**src/rtl/game_binary_quiz_n.sv**
```systemverilog
// Binary quiz game: shows a random NUM_BITS-bit target MSB first, then waits for the answer button.
// Latency: each bit/result/score shown DELAY_TIME cycles, GAP_TIME blank after each bit; answer registered on the press edge.
// Backpressure: none; presses outside QUIZ are dropped. Define BINARY_QUIZ_TIMEOUT_EN to bound the answer window.
module game_binary_quiz_n #(
  parameter int          NUM_BITS     = 3,
  parameter int          ROUNDS       = 5,
  parameter int          DELAY_TIME   = 10_000_000,
  parameter int          GAP_TIME     = 2_000_000,
  parameter int          QUIZ_TIMEOUT = 50_000_000,
  parameter logic [15:0] SEED         = 16'hACE1
) (
  input  logic                     clk,
  input  logic                     reset,
  input  logic [(1<<NUM_BITS)-2:0] btn,
  output logic [3:0]               value,
  output logic [3:0]               score,
  output logic [NUM_BITS-1:0]      dbg_target
);

  localparam int NBTN   = (1 << NUM_BITS) - 1;
  localparam int MAX_DG = (DELAY_TIME > GAP_TIME) ? DELAY_TIME : GAP_TIME;
  localparam int MAX_T  = (MAX_DG > QUIZ_TIMEOUT) ? MAX_DG : QUIZ_TIMEOUT;
  localparam int CNT_W  = ($clog2(MAX_T) < 1) ? 1 : $clog2(MAX_T);
  localparam int IDX_W  = (NUM_BITS > 2) ? 2 : 1;

  localparam logic [CNT_W-1:0]    DELAY_LAST = CNT_W'(DELAY_TIME - 1);
  localparam logic [CNT_W-1:0]    GAP_LAST   = CNT_W'(GAP_TIME - 1);
`ifdef BINARY_QUIZ_TIMEOUT_EN
  localparam logic [CNT_W-1:0]    QUIZ_LAST  = CNT_W'(QUIZ_TIMEOUT - 1);
`endif
  localparam logic [IDX_W-1:0]    IDX_MSB    = IDX_W'(NUM_BITS - 1);
  localparam logic [3:0]          ROUND_LAST = 4'(ROUNDS - 1);
  localparam logic [NUM_BITS-1:0] TGT_ALL1   = '1;

  // Display codes
  localparam logic [3:0] V_CORRECT = 4'd10;
  localparam logic [3:0] V_ERROR   = 4'd11;
  localparam logic [3:0] V_BLANK   = 4'd12;
  localparam logic [3:0] V_QUERY   = 4'd13;

  typedef enum logic [2:0] {
    S_IDLE     = 3'd0,
    S_SHOW_BIT = 3'd1,
    S_GAP      = 3'd2,
    S_QUIZ     = 3'd3,
    S_RESULT   = 3'd4,
    S_SCORE    = 3'd5
  } state_t;

  state_t              state_q, state_d;
  logic [3:0]          value_q, value_d;
  logic [3:0]          score_q, score_d;
  logic [3:0]          round_q, round_d;
  logic [IDX_W-1:0]    idx_q, idx_d, idx_dec;
  logic [NUM_BITS-1:0] target_q, target_d, new_target, answer;
  logic [CNT_W-1:0]    cnt_q, cnt_d;
  logic [15:0]         lfsr_q;
  logic                lfsr_fb;
  logic [NBTN-1:0]     btn_q, press;
  logic                any_press;

  // Taps 16,14,13,11 (bits 15,13,12,10); shifts every cycle so the target depends on press timing
  assign lfsr_fb = lfsr_q[15] ^ lfsr_q[13] ^ lfsr_q[12] ^ lfsr_q[10];

  // A zero target would be unanswerable, so it maps to the all-ones value
  assign new_target = (lfsr_q[NUM_BITS-1:0] == '0) ? TGT_ALL1 : lfsr_q[NUM_BITS-1:0];
  assign idx_dec    = idx_q - IDX_W'(1);

  // Rising-edge press detection; lowest-index button wins when several rise together
  always_comb begin
    press     = btn & ~btn_q;
    any_press = |press;
    answer    = '0;
    for (int i = NBTN - 1; i >= 0; i--) begin
      if (press[i]) answer = NUM_BITS'(i + 1);
    end
  end

  // Next-state and registered display/score; the counter restarts on every state change
  always_comb begin
    state_d  = state_q;
    value_d  = value_q;
    score_d  = score_q;
    round_d  = round_q;
    idx_d    = idx_q;
    target_d = target_q;
    cnt_d    = cnt_q + CNT_W'(1);
    case (state_q)
      S_IDLE: begin
        value_d = V_BLANK;
        cnt_d   = '0;
        if (any_press) begin
          target_d = new_target;
          idx_d    = IDX_MSB;
          round_d  = '0;
          score_d  = '0;
          state_d  = S_SHOW_BIT;
          value_d  = {3'b000, new_target[NUM_BITS-1]};
        end
      end
      S_SHOW_BIT: begin
        if (cnt_q == DELAY_LAST) begin
          state_d = S_GAP;
          value_d = V_BLANK;
          cnt_d   = '0;
        end
      end
      S_GAP: begin
        if (cnt_q == GAP_LAST) begin
          cnt_d = '0;
          if (idx_q != '0) begin
            idx_d   = idx_dec;
            state_d = S_SHOW_BIT;
            value_d = {3'b000, target_q[idx_dec]};
          end else begin
            state_d = S_QUIZ;
            value_d = V_QUERY;
          end
        end
      end
      S_QUIZ: begin
        if (any_press) begin
          state_d = S_RESULT;
          cnt_d   = '0;
          if (answer == target_q) begin
            value_d = V_CORRECT;
            score_d = (score_q == 4'd9) ? score_q : score_q + 4'd1;
          end else begin
            value_d = V_ERROR;
          end
        end
`ifdef BINARY_QUIZ_TIMEOUT_EN
        // A press in the expiry cycle is handled above and wins over the timeout
        else if (cnt_q == QUIZ_LAST) begin
          state_d = S_RESULT;
          value_d = V_ERROR;
          cnt_d   = '0;
        end
`else
        // Unbounded wait: keep the counter parked so it never wraps
        else begin
          cnt_d = '0;
        end
`endif
      end
      S_RESULT: begin
        if (cnt_q == DELAY_LAST) begin
          cnt_d = '0;
          if (round_q < ROUND_LAST) begin
            round_d  = round_q + 4'd1;
            target_d = new_target;
            idx_d    = IDX_MSB;
            state_d  = S_SHOW_BIT;
            value_d  = {3'b000, new_target[NUM_BITS-1]};
          end else begin
            state_d = S_SCORE;
            value_d = score_q;
          end
        end
      end
      S_SCORE: begin
        if (cnt_q == DELAY_LAST) begin
          state_d = S_IDLE;
          value_d = V_BLANK;
          cnt_d   = '0;
        end
      end
      default: begin
        state_d = S_IDLE;
        value_d = V_BLANK;
        cnt_d   = '0;
      end
    endcase
  end

  // State, datapath, press history and LFSR registers
  always_ff @(posedge clk or posedge reset) begin
    if (reset) begin
      state_q  <= S_IDLE;
      value_q  <= V_BLANK;
      score_q  <= '0;
      round_q  <= '0;
      idx_q    <= IDX_MSB;
      target_q <= TGT_ALL1;
      cnt_q    <= '0;
      btn_q    <= '0;
      lfsr_q   <= SEED;
    end else begin
      state_q  <= state_d;
      value_q  <= value_d;
      score_q  <= score_d;
      round_q  <= round_d;
      idx_q    <= idx_d;
      target_q <= target_d;
      cnt_q    <= cnt_d;
      btn_q    <= btn;
      lfsr_q   <= {lfsr_q[14:0], lfsr_fb};
    end
  end

  assign value      = value_q;
  assign score      = score_q;
  assign dbg_target = target_q;

endmodule

```
**config.mk**
```make
export PLATFORM = sky130hd
export DESIGN_NAME = game_binary_quiz_n
export DESIGN_NICKNAME = d
export VERILOG_FILES = /design/src/rtl/game_binary_quiz_n.sv
export SDC_FILE = /design/constraint.sdc
export NUM_CORES = 1
export LEC_CHECK = 0
export ABC_AREA = 1
export ABC_CLOCK_PERIOD_IN_PS = 2560
export CAP_MARGIN = 10
export CORE_MARGIN = 3
export CORE_UTILIZATION = 44
export CTS_BUF_LIST = sky130_fd_sc_hd__clkbuf_16
export DETAILED_ROUTE_END_ITERATION = 16
export GPL_ROUTABILITY_DRIVEN = 0
export PLACE_DENSITY = 0.72
export SLEW_MARGIN = 40
export SYNTH_ARGS = -nofsm -noshare
export SYNTH_HDL_FRONTEND = slang
export SYNTH_SLANG_ARGS = --single-unit
```
**constraint.sdc**
```tcl
create_clock -name clk -period 2.56 [get_ports clk]
set_clock_uncertainty 0.2 [all_clocks]
set_input_delay 0.512 -clock clk [delete_from_list [all_inputs] [get_ports clk]]
set_output_delay 0.512 -clock clk [all_outputs]
set_load 0.03 [all_outputs]
```
==> summary.txt, run 1 <==
Min path
  – Worst hold path class: flop to flop

Power and ir drop
  – Clock network fraction of total power: 0.336
  – Logic pwr share: 0.311
  – Internal power: 2531 uW
  – Net Switching: 1416 uW
  – Register share of total power: 0.353
  – Total power: 3947 uW
  – PD cells: 943.1 mW/mm2
  – Sw frac: 0.3587
  – LEAKAGE: 0.001989 uW
  – Peak VDD IR: 0.4792 mV

Floorplanning
  – Core area: 0.007767 mm2
  – Chip Height: 95.74 um
  – Die W: 95.74 um
  – Die ar.: 0.009166 mm2
  – Core Rows: 32
  – Io pins: 20
  – Starting density of the core: 0.4562

Global routing
  – Largest net degree at the start of global routing: 70
  – Initial antenna violation count: 0
  – Gr ovfl total: 0
  – Total Routing Usage GR: 0.1719
  – First-pass GRT wire length: 12,210 um
  – Vias in the first global route: 2,639

Worst setup path
  – CP startpoint kind: flop
  – Setup CP Type: flop to flop
  – CP arrival: 2.33 ns
  – CP Capture Type: flop
  – Crit-path max FO: 25
  – Required time worst endpoint: 2.56 ns

Synthesis
  – Syn_nets: 458
  – Syn avg cell area: 7.981 um2
  – Number of synthesized flops with an enable pin: 0
  – Yosys Warn Count: 0
  – Dominant synthesized flop cell: dfrtp_1
  – Synthesis-stage register bit count: 69
  – Distinct cells, synth: 34
  – Post-Syn Area: 0.003543 mm2
  – Post-synthesis sequential area ratio: 0.4922
  – Async S/R FF share, synth: 1.000
  – Mapped Cells: 444

Detailed routing
  – Final wirelength: 7136 um
  – Wire per inst: 12.30 um
  – Initial DRT Pass Iterations: 4
  – Final antenna-violating net count: 0
  – DR vias: 2,825
  – DRC viols: 0
  – DR iter-0 viols: 141
  – Vias per cell: 4.871

Cells and area
  – Layout fillers: 739
  – Synthesis-to-layout area growth: 18.11%
  – Layout net count: 487
  – Most common cell after layout, fill and taps aside: nand2_1
  – Most frequent cells in the layout: nand2_1 (103), inv_1 (67), nor2_1 (56)
  – Design area: 0.004185 mm2
  – Layout cells sized above 1: 0.1213
  – Ant. Diodes: 0

CTS
  – Root Buffer Master: clkbuf_16
  – Post-CTS setup buffer count: 0
  – Clock sink count: 69
  – Max Root-Sink Buffers: 2
  – Cts repair resizes: 0
  – H-Tree Depth: 3
  – CTS tree: done
  – Clock transition at path regs: 0.06 ns
  – Worst-Skew Late Latency: 0.33 ns
  – CTS Buf Count: 9
  – Hold buffer count at CTS: 0

STA
  – Hold Fails Final Rpt: 0
  – Fin crit period: 2.325 ns
  – Unrepaired setup endpoints after global routing: false
  – Measured slew at the worst slew-check pin: 0.3699 ns
  – WHS: 0.1502 ns
  – Final setup viols: 0
  – Max transition margin: 0.7515
  – Max Clk Rate: 0.4301 GHz
  – Post-route clock period utilization: 0.9082
  – Final setup TNS: 0 ns
  – Max Transition Viols Final: 0

Status
  – Outcome: finished, final reports clean

Job
  – Max-capacitance violation count: 0

Place
  – IO buf count: 19
  – DP Area: 0.003865 mm2
  – HPWL after DPL: 5083 um
synth_stat cells (3+ instances only):
master   number  area [um2]
nand4_1      11       68.82
nor4_1        4       25.02
nor2_2        4       25.02
nor3_1       20       100.1
xor2_1       14       122.6
ha_1          5       62.56
o21ai_1       5       25.02
o21ai_0      19       95.09
nor2_1       56       210.2
nand2_2       7       43.79
nand3_1      22       110.1
nor2_4        4       45.04
xnor2_1       4       35.03
dfstp_2      14       367.9
dfrtp_1      55        1376
inv_1        68       255.2
nand2_1     103       386.6
a21oi_1       8       40.04
inv_2         3       11.26
layout make-up:
class / instances / area (um2) / share of cell area
sequential: 69 / 1744 / 0.4167
tap: 102 / 127.6 / 0.03049
timing repair buffer: 22 / 225.2 / 0.05381
clock buffer: 9 / 225.2 / 0.05381
inverter: 72 / 271.5 / 0.06487
multi-input combinational: 299 / 1496 / 0.3576
clock inverter: 7 / 95.09 / 0.02272
critical path: stages (launching register included):
cell	delay [ns]
dfrtp_1	0.41
ha_1	0.20
nand2_1	0.08
nor2_2	0.15
nand2_2	0.11
nor2_4	0.12
nand3_2	0.10
nor2_1	0.14
nand2_1	0.11
nand2_2	0.12
nand2_2	0.08
clkinv_2	0.27
nor3_1	0.11
state kept, by name, summed over array words and instances (netlist names):
register	count
cnt_q	26
lfsr_q	16
btn_q	7
round_q	4
score	4
value	4
dbg_target	3
state_q	3
idx_q	2
stage by stage:
step	worst slack (ns)	util	cells
2_1_floorplan	0.1313	-	444
3_3_place_gp	0.09540	0.4976	564
3_5_place_dp	0.03365	0.4976	564
4_1_cts	0.2354	0.5388	580
5_1_grt	0.01993	0.5388	580
6_report	0.2349	0.5388	580
metal layers:
| layer | vias up | track usage | wire [um] | part of all wire |
|---|---|---|---|---|
| met1 | 1299 | 0.2466 | 3546 | 0.50 |
| li1 | 1456 | - | - | - |
| met5 | - | 0 | 0 | 0 |
| met4 | 0 | 0.05332 | 70 | 0.0098 |
| met2 | 61 | 0.2501 | 3193 | 0.45 |
| met3 | 9 | 0.05004 | 326 | 0.046 |
kinds of logic (layout without fill, tap and decap cells):
logic type,count (synthesis),in the layout,synth area share
AO/OA/AOI/OAI,37,37,0.05544
flip-flops,69,69,0.4922
XOR/XNOR,18,18,0.04449
adder cells (fa/ha/maj),5,5,0.01766
buffers and inverters,76,110,0.08545
AND/OR/NAND/NOR,239,239,0.3047
worst paths after layout:
| path | startpoint | to | slack [ns] | depth (start not counted) |
|---|---|---|---|---|
| max | cnt_q[0] | cnt_q[25] | 0.23 | 12 |
| min | lfsr_q[4] | lfsr_q[5] | 0.15 | 0 |
| max reg2reg | cnt_q[0] | cnt_q[25] | 0.23 | 12 |
| min reg2reg | lfsr_q[4] | lfsr_q[5] | 0.15 | 0 |
| max in group asynchronous | reset | idx_q[1] | 1.46 | 3 |
| min in group asynchronous | reset | cnt_q[2] | 0.36 | 3 |
power groups by stage:
stage	Clock, uW	Sequential [uW]	Combinational [uW]
final	1330	1390	1230
after global routing	1410	1410	1410
after CTS	1360	1390	1240
after detailed placement	0	1410	1230
after global placement	0	1410	1190
after floorplan	0	1500	802
Note: power is estimated with default switching activity, not from simulation.
==> run 2: changes to the inputs <==
--- a/config.mk
+++ b/config.mk
@@ -7,13 +7,13 @@
 export LEC_CHECK = 0
 export ABC_AREA = 1
 export ABC_CLOCK_PERIOD_IN_PS = 2560
-export CAP_MARGIN = 10
 export CORE_MARGIN = 3
 export CORE_UTILIZATION = 44
 export CTS_BUF_LIST = sky130_fd_sc_hd__clkbuf_16
 export DETAILED_ROUTE_END_ITERATION = 16
 export GPL_ROUTABILITY_DRIVEN = 0
 export PLACE_DENSITY = 0.72
+export SETUP_SLACK_MARGIN = 0.1
 export SLEW_MARGIN = 40
 export SYNTH_ARGS = -nofsm -noshare
 export SYNTH_HDL_FRONTEND = slang
==> run 2 against run 1 <==
Sequential power hardly changed; cell area is 0.21% higher; clock-buffer cell count stayed put; maximum frequency is 1.1% higher; worst setup slack better by 0.024 ns; sequential share of layout area is 0.087 points lower; highest routed layer unchanged; final cell count stayed put; die area stayed put; global-route usage stayed put; utilization is 0.11 points higher; combinational power hardly changed; flip-flop and latch count stayed put.
==> summary.txt, run 2 (synthesis results as in run 1) <==
Cells and area
  – Biggest register: cnt_q
  – Non-Filler Instances: 580 (unchanged)
  – Synthesis-to-layout area growth: 18.36%
  – Most frequent cells in the layout: nand2_1 (103), inv_1 (67), nor2_1 (56)
  – Most common cell after layout, fill and taps aside: nand2_1
  – Multi-input gate area: 0.001501 mm2 (+0.33%)
  – Layout fillers: 736 (-0.41%)
  – Leading registers by flop count: cnt_q x26, lfsr_q x16, btn_q x7
  – Layout net count: 487 (unchanged)
  – Ant. Diodes: 0 (unchanged)
  – Max reg flops: 26 (unchanged)
  – FF/Latch Area: 0.001744 mm2 (unchanged)
  – Layout cells sized above 1: 0.1234 (+0.002092)

CTS
  – Clock transition at path regs: 0.06 ns (about the same)
  – Hold buffer count at CTS: 0 (unchanged)
  – CTS tree: done
  – Worst-Skew Late Latency: 0.33 ns (about the same)
  – Root Buffer Master: clkbuf_16
  – CTS Buf Count: 9 (unchanged)
  – H-Tree Depth: 3 (unchanged)
  – Clock sink count: 69 (unchanged)
  – Max Root-Sink Buffers: 2 (unchanged)

Floorplanning
  – Starting density of the core: 0.4562 (unchanged)
  – Chip Height: 95.74 um (unchanged)
  – Core Rows: 32 (unchanged)
  – Die W: 95.74 um (unchanged)
  – Die ar.: 0.009166 mm2 (unchanged)
  – Core area: 0.007767 mm2 (unchanged)
  – Io pins: 20 (unchanged)

Place
  – Placed insts: 564 (unchanged)
  – HPWL after DPL: 5083 um (unchanged)
  – IO buf count: 19 (unchanged)

Global routing
  – Initial antenna violation count: 0 (unchanged)
  – Vias in the first global route: 2,639 (unchanged)
  – Largest net degree at the start of global routing: 70 (unchanged)
  – Gr ovfl total: 0 (unchanged)
  – Total Routing Usage GR: 0.1719 (unchanged)
  – First-pass GRT wire length: 12,210 um (unchanged)

Worst setup path
  – Crit path max-delay cell type: clkdlybuf4s50_1
  – Worst path depth: 1 (-11)
  – Worst reg-to-reg path cell count: 12 (unchanged)
  – Largest delay share family, worst path: buffers and inverters
  – Crit-path max FO: 5 (-80%)
  – Required time worst endpoint: 1.85 ns (-0.71 ns)
  – CP Capture Type: output port
  – Critical path cell sequence: clkdlybuf4s50_1
  – Crit-path max cell delay: 0.68 ns (+0.27 ns)
  – Setup CP Type: flop to output port
  – CP arrival: 1.59 ns (-0.74 ns)
  – WP buf/inv: 1 (unchanged)
  – CP startpoint kind: flop

Detailed routing
  – Wire per inst: 12.24 um (-0.48%)
  – DR iter-0 viols: 169 (+20%)
  – WL met2: 3180 um (-0.41%)
  – DRC viols: 0 (unchanged)
  – Uppermost layer routed: met4
  – Initial DRT Pass Iterations: 5 (+1)
  – WL met3: 351 um (+7.7%)
  – Vias per cell: 4.886 (+0.32%)
  – Final antenna-violating net count: 0 (unchanged)
  – DR vias: 2,834 (+0.32%)
  – M1 WL: 3501 um (-1.3%)
  – Final wirelength: 7102 um (-0.48%)

STA
  – Max Clk Rate: 0.4346 GHz (+1.1%)
  – Measured slew at the worst slew-check pin: 0.3749 ns (+0.004995 ns)
  – Unrepaired setup endpoints after global routing: false
  – Hold Fails Final Rpt: 0 (unchanged)
  – Final setup viols: 0 (unchanged)
  – Post-route clock period utilization: 0.8987 (-0.009499)
  – Max Transition Viols Final: 0 (unchanged)
  – Fin crit period: 2.301 ns (-0.02432 ns)
  – Max transition margin: 0.7481 (-0.003356)
  – Final setup TNS: 0 ns (unchanged)

Min path
  – Worst hold path class: flop to flop
  – Hold path depth: 0 (unchanged)

Power and ir drop
  – LEAKAGE: 0.001993 uW (+0.22%)
  – Peak VDD IR: 0.4842 mV (+1.0%)
  – PD cells: 945.5 mW/mm2 (+0.25%)

Status
  – Outcome: finished, final reports clean

Job
  – Max-capacitance violation count: 0 (unchanged)
[run 2: cell count changes in the layout (fill, tap and decap cells not counted), sizes merged]
cell    previous run  this run
clkinv             3         2
inv               73        74
[run 2: report_power, final]
| group | switching (uW) | internal, uW | total, uW |
|---|---|---|---|
| combinational | 828 | 420 | 1250 |
| sequential | 125 | 1270 | 1390 |
| clock | 471 | 855 | 1330 |
[run 2: per-layer routing]
metal / track usage / vias up
li1: - / 1454
met1: 0.2466 / 1307
met3: 0.05004 / 9
met5: 0 / -
met4: 0.05332 / 0
met2: 0.2501 / 64
[run 2: per-stage QoR]
stage / power (uW) / utilization / hold WS, ns / cell area [um2] / worst slack, ns
after floorplan: 2304 / - / 0.1312 / 3543 / 0.1313
after global placement: 2604 / 0.4976 / 0.1373 / 3865 / 0.09540
after detailed placement: 2636 / 0.4976 / 0.1347 / 3865 / 0.03365
after CTS: 3991 / 0.5388 / 0.1550 / 4185 / 0.2354
after global routing: 4256 / 0.5399 / 0.1598 / 4194 / 0.1140
final: 3965 / 0.5399 / 0.1501 / 4194 / 0.2592
[run 2: path summary, 6_finish.rpt]
kind / start / end / slack [ns]
worst min register to register: lfsr_q[4] / lfsr_q[5] / 0.15
max in group asynchronous: reset / idx_q[1] / 1.46
worst min-delay path: lfsr_q[4] / lfsr_q[5] / 0.15
worst max-delay path: dbg_target[1] / dbg_target[1] / 0.26
worst max register to register: cnt_q[0] / cnt_q[25] / 0.32
min in group asynchronous: reset / cnt_q[2] / 0.36
[run 2: final cells by class]
| type | instances | area share |
|---|---|---|
| clock inverter | 7 | 0.02267 |
| multi-input combinational | 299 | 0.3580 |
| inverter | 72 | 0.06563 |
| timing repair buffer | 22 | 0.05370 |
| tap | 102 | 0.03043 |
| clock buffer | 9 | 0.05370 |
| sequential | 69 | 0.4159 |
[run 2: what timing repair did]
item / in CTS / in global routing
endpoints found under the setup margin: 0 / 26
gates resized for setup: 0 / 3
buffers inserted: 0 / 0
